<file path="config.mk">
export PLATFORM = sky130hd
export DESIGN_NAME = mac_sequencer
export DESIGN_NICKNAME = d
export VERILOG_FILES = /design/src/rtl/tpu_seq_pkg.sv /design/src/rtl/mac_sequencer.sv
export SDC_FILE = /design/constraint.sdc
export NUM_CORES = 1
export LEC_CHECK = 0
export BUFFER_PORTS_ARGS = -buffer_cell sky130_fd_sc_hd__buf_2
export CORE_MARGIN = 2
export CORE_UTILIZATION = 23
export CTS_CLUSTER_DIAMETER = 50
export DETAILED_ROUTE_END_ITERATION = 10
export PLACE_DENSITY = 0.47
export SLEW_MARGIN = 20
export SYNTH_ARGS = -nofsm -noshare
export SYNTH_HDL_FRONTEND = slang
export SYNTH_SLANG_ARGS = --single-unit
export TNS_END_PERCENT = 10
</file>
<file path="constraint.sdc">
create_clock -name clk -period 5.75 [get_ports clk]
set_input_delay 1.15 -clock clk [delete_from_list [all_inputs] [get_ports clk]]
set_output_delay 1.15 -clock clk [all_outputs]
set_load 0.02 [all_outputs]
</file>
<file path="src/rtl/tpu_seq_pkg.sv">
// Shared types and widths for the TPU MAC sequencing logic.
// Holds the sequencer state encoding and the operand/accumulator widths.
package tpu_seq_pkg;

  typedef enum logic [2:0] {
    IDLE,
    ACCUM,
    DRAIN,
    READ_HI,
    READ_LO,
    RESULT
  } seq_state_e;

  localparam int OP_W   = 8;
  localparam int ACC_W  = 32;
  localparam int HALF_W = 16;

endpackage

</file>
<file path="src/rtl/mac_sequencer.sv">
// Feeds operand pairs into an external MAC, then reads its 32-bit accumulator
// back one half at a time and presents it on a valid/ready result port.
module mac_sequencer
  import tpu_seq_pkg::*;
#(
  parameter int LEN_W = 8
) (
  input  logic              clk,
  input  logic              reset,
  input  logic              start,
  input  logic [LEN_W-1:0]  len,
  input  logic              in_valid,
  output logic              in_ready,
  input  logic [OP_W-1:0]   in_a,
  input  logic [OP_W-1:0]   in_b,
  output logic              mac_clear,
  output logic [OP_W-1:0]   mac_in1,
  output logic [OP_W-1:0]   mac_in2,
  output logic              mac_out_HL,
  input  logic [HALF_W-1:0] mac_out,
  input  logic              mac_error,
  output logic              res_valid,
  input  logic              res_ready,
  output logic [ACC_W-1:0]  res_data,
  output logic              res_error,
  output logic              busy
);

  seq_state_e       state;
  seq_state_e       state_nxt;
  logic [LEN_W-1:0] count;
  logic [LEN_W-1:0] count_inc;
  logic [LEN_W-1:0] len_q;
  logic             err;
  logic             accept;

  assign count_inc = count + {{(LEN_W-1){1'b0}}, 1'b1};
  assign accept    = in_valid & in_ready;
  assign busy      = (state != IDLE);
  assign res_error = err;

  always_ff @(posedge clk) begin
    if (reset) state <= IDLE;
    else       state <= state_nxt;
  end

  always_comb begin
    state_nxt  = state;
    in_ready   = 1'b0;
    mac_clear  = 1'b0;
    mac_out_HL = 1'b0;
    res_valid  = 1'b0;
    case (state)
      IDLE: begin
        mac_clear = 1'b1;
        if (start) state_nxt = (len == '0) ? DRAIN : ACCUM;
      end
      ACCUM: begin
        in_ready = (count < len_q);
        if (in_valid && in_ready && (count_inc == len_q)) state_nxt = DRAIN;
      end
      DRAIN:   state_nxt = READ_HI;
      READ_HI: begin
        mac_out_HL = 1'b1;
        state_nxt  = READ_LO;
      end
      READ_LO: state_nxt = RESULT;
      RESULT: begin
        res_valid = 1'b1;
        if (res_ready) state_nxt = IDLE;
      end
      default: state_nxt = IDLE;
    endcase
  end

  // The MAC adds every cycle, so operands fall back to zero whenever no pair is accepted.
  always_ff @(posedge clk) begin
    if (reset) begin
      count    <= '0;
      len_q    <= '0;
      err      <= 1'b0;
      mac_in1  <= '0;
      mac_in2  <= '0;
      res_data <= '0;
    end else begin
      mac_in1 <= '0;
      mac_in2 <= '0;
      case (state)
        IDLE: begin
          if (start) begin
            count <= '0;
            len_q <= len;
            err   <= 1'b0;
          end
        end
        ACCUM: begin
          err <= err | mac_error;
          if (accept) begin
            mac_in1 <= in_a;
            mac_in2 <= in_b;
            count   <= count_inc;
          end
        end
        DRAIN:   err <= err | mac_error;
        READ_HI: res_data[ACC_W-1:HALF_W] <= mac_out;
        READ_LO: res_data[HALF_W-1:0]     <= mac_out;
        default: ;
      endcase
    end
  end

endmodule

</file>
==> metrics.md <==
| Metric | Value |
|---|---|
| Hold-fix buffers, CTS | `0` |
| Crit. End Element | `output port` |
| Pins over their slew limit | `0` |
| Via Count | `2649` |
| Total power | `about 0.0013 W` |
| Top Ports | `100` |
| Fin area | `3844 um2` |
| Post-layout nets | `497` |
| Seq/Total Area, Yosys | `0.4735` |
| Clk network pwr share | `0.489` |
| Deepest clock path buffer count | `2` |
| Sw Pwr | `between 0.0003 and 0.0004 W` |
| Synth warnings | `0` |
| Final setup TNS | `0 ps` |
| Final period util | `0.5816` |
| CP cell instances | `or2_2, clkinv_1, buf_2` |
| CP Data Arrival Time | `2190 ps` |
| Initial antenna violation count | `0` |
| Pre-Repair DR Iteration Count | `4` |
| Post-DR wirelength/cell | `12.55 um` |
| PD cells | `329.3 nW/um2` |
| Outcome | `finished, final reports clean` |
| Gr usage total | `0.1192` |
| Placed cells | `roughly 600` |
| Skew-Pair Late Insertion Delay | `330 ps` |
| P&R area growth vs syn | `33.68%` |
| Largest cells by area after synthesis | `dfxtp_1 (47%), nand2_1 (13%), a21oi_1 (10%), and2_1 (3.9%), ha_1 (3.9%)` |
| Gate power share | `0.114` |
| CP delay by family, top | `buffers and inverters` |
| Top cells by count, synth | `nand2_1 (96), dfxtp_1 (68), a21oi_1 (58)` |
| Multi-input logic area | `1389 um2` |
| Most common cell in the netlist | `nand2_1` |
| Netlist cell types | `44` |
| Syn Nets | `roughly 400` |
| RSZ-0062 raised after global routing | `false` |
| Max_slew headroom | `0.4126` |
| FMAX | `0.2990 GHz` |
| Max Cap Viol | `0` |
| Vias in the first global route | `2584` |
| Initial detailed-routing violation count | `61` |
| Flop-to-flop setup slack | `3450 ps` |
| H-tree lvl count | `3` |
| PortBufs | `99` |
| Asr flop ratio synth | `0` |
| Register area | `roughly 1400 um2` |
| Startpoint types | `register` |
| Cell Int Power | `0.0009558 W` |
| DR vias/cell | `4.314` |
| Die area | `around 13000 um2` |
| Initial core utilization | `0.2374` |
| Fill count | `1342` |
| Overall routed net length | `7703 um` |
| Final Hold Violating Endpoints | `0` |
| Commonest register cell after synthesis | `dfxtp_1` |
| Yosys top cell area share | `0.4735` |
| CTS resizes | `0` |
| Cell count after synthesis | `349` |
| Die width | `115.8 um` |
| Mapped cell area | `2875 um2` |
| Post-synth top area cell | `dfxtp_1` |
| Post-CTS Setup Bufs | `0` |
| CTS buffer count | `9` |
| Global-route wire length before repair | `12370 um` |
| Final setup fails | `0` |
| HP Class | `register to register` |
| Worst Path Class, Setup | `register to output port` |
| N_diodes | `0` |
| DRT antenna net count | `0` |
| Max rail drop VDD | `roughly 0.00012 V` |
| Minimum clock period | `3344 ps` |
| Number of enable flip-flop cells after synthesis | `0` |
| Worst path max stage delay | `590 ps` |
| Crit-path max FO | `18` |
| Slew @ Worst Pin | `881.2 ps` |
| Lkg Pwr | `between 1.5 and 2 nW` |
| Sw Share | `0.2449` |
| Placed Area | `3502 um2` |
| Clock transition at path regs | `approximately 60 ps` |
| Finished Layout Cells | `614` |
| DRC Markers | `0` |
| Core Region | `12110 um2` |
| Share of power burned in registers | `0.398` |
| Remaining Overflow, GRT | `0` |
| Avg Cell Area, Syn | `~8.2 um2` |
| Largest net degree at the start of global routing | `48` |
| Die Y | `115.8 um` |
| Req. time, crit path | `roughly 4600 ps` |
| CTS tree | `yes` |
| Crit-path slowest cell | `dfxtp_1` |
| Rows | `40` |
| CTS Root Cell | `clkbuf_16` |
| GP Congestion | `0.7979` |
| Post-Route Skew | `5.529 ps` |
| Buf/Inv on CP | `2` |
| Hold slack | `451.0 ps` |
| Final HPWL DP | `5624 um` |
| Clk sinks | `just under 70` |
| Fraction of layout cells with a size suffix above 1 | `0.2803` |
| #FFs+latches synth | `between 60 and 70` |
metrics by stage:
step                utilization  setup WS, ps
global placement         0.2892          2554
detailed placement       0.2892          2371
finish                   0.3174          2406
floorplan                     -          3203
global route             0.3174          2177
CTS                      0.3168          2348
placed cells by master, fill, tap and decap left out, drive strengths merged, types with 4 or more instances in the layout:
cell    instances
inv            13
nand3           5
ha              9
clkbuf         12
buf            99
dfxtp          68
nand2          96
mux2i           4
and2           18
nor2           15
a21oi          58
xnor2           7
o21ai           6
nor3            6
path summary, 6_finish.rpt:
kind,from,endpoint,cells past startpoint
min,res_data[29],res_data[29],2
max,state[2],mac_out_HL,3
max reg2reg,len_q[5],count[4],8
min reg2reg,res_data[29],res_data[29],2
area by class of cell:
class | instances | share of cell area
multi-input combinational | 250 | 0.3613
timing repair buffer | 99 | 0.1289
inverter | 14 | 0.01367
clock buffer | 12 | 0.06934
sequential | 68 | 0.3542
tap | 168 | 0.05469
clock inverter | 3 | 0.01790
power by group through the flow:
stage          clock (W)  sequential [W]  combinational [W]
2_1_floorplan          0        0.000517          0.0000911
3_3_place_gp           0        0.000513           0.000143
3_5_place_dp           0        0.000513           0.000144
4_1_cts         0.000637        0.000503           0.000145
5_1_grt         0.000658        0.000506           0.000162
6_report        0.000618        0.000503           0.000144
logic make-up (layout without fill, tap and decap cells):
logic type	count (synthesis)	count (layout)	share of synthesized area
DFF	68	68	0.4735
and+or+nand+nor	154	154	0.2576
adders and majority gates	9	9	0.03917
muxes	4	4	0.01393
AOI/OAI and AO/OA	75	75	0.1458
xor gates and xnor gates	8	8	0.02437
buffers and inverters	31	128	0.04569
routing by layer:
layer / global-route usage / wire length, um / vias to the layer above
li1: - / - / 1349
met1: 0.1312 / 3113 / 1214
met2: 0.1988 / 3767 / 73
met3: 0.05858 / 677 / 13
met4: 0.04524 / 143 / 0
met5: 0 / 0 / -
sequential cells by signal (all words and copies together) (netlist names):
| name | flops |
|---|---|
| mac_in2 | 8 |
| count | 8 |
| res_data | 32 |
| len_q | 8 |
| res_error | 1 |
| mac_in1 | 8 |
| state | 3 |
worst min-delay path, stage by stage, from the launching register on:
cell and delay [ps]:
dfxtp_1 300, nand2_1 50, a21oi_1 50
No activity file was read; power rests on OpenSTA's default activity.
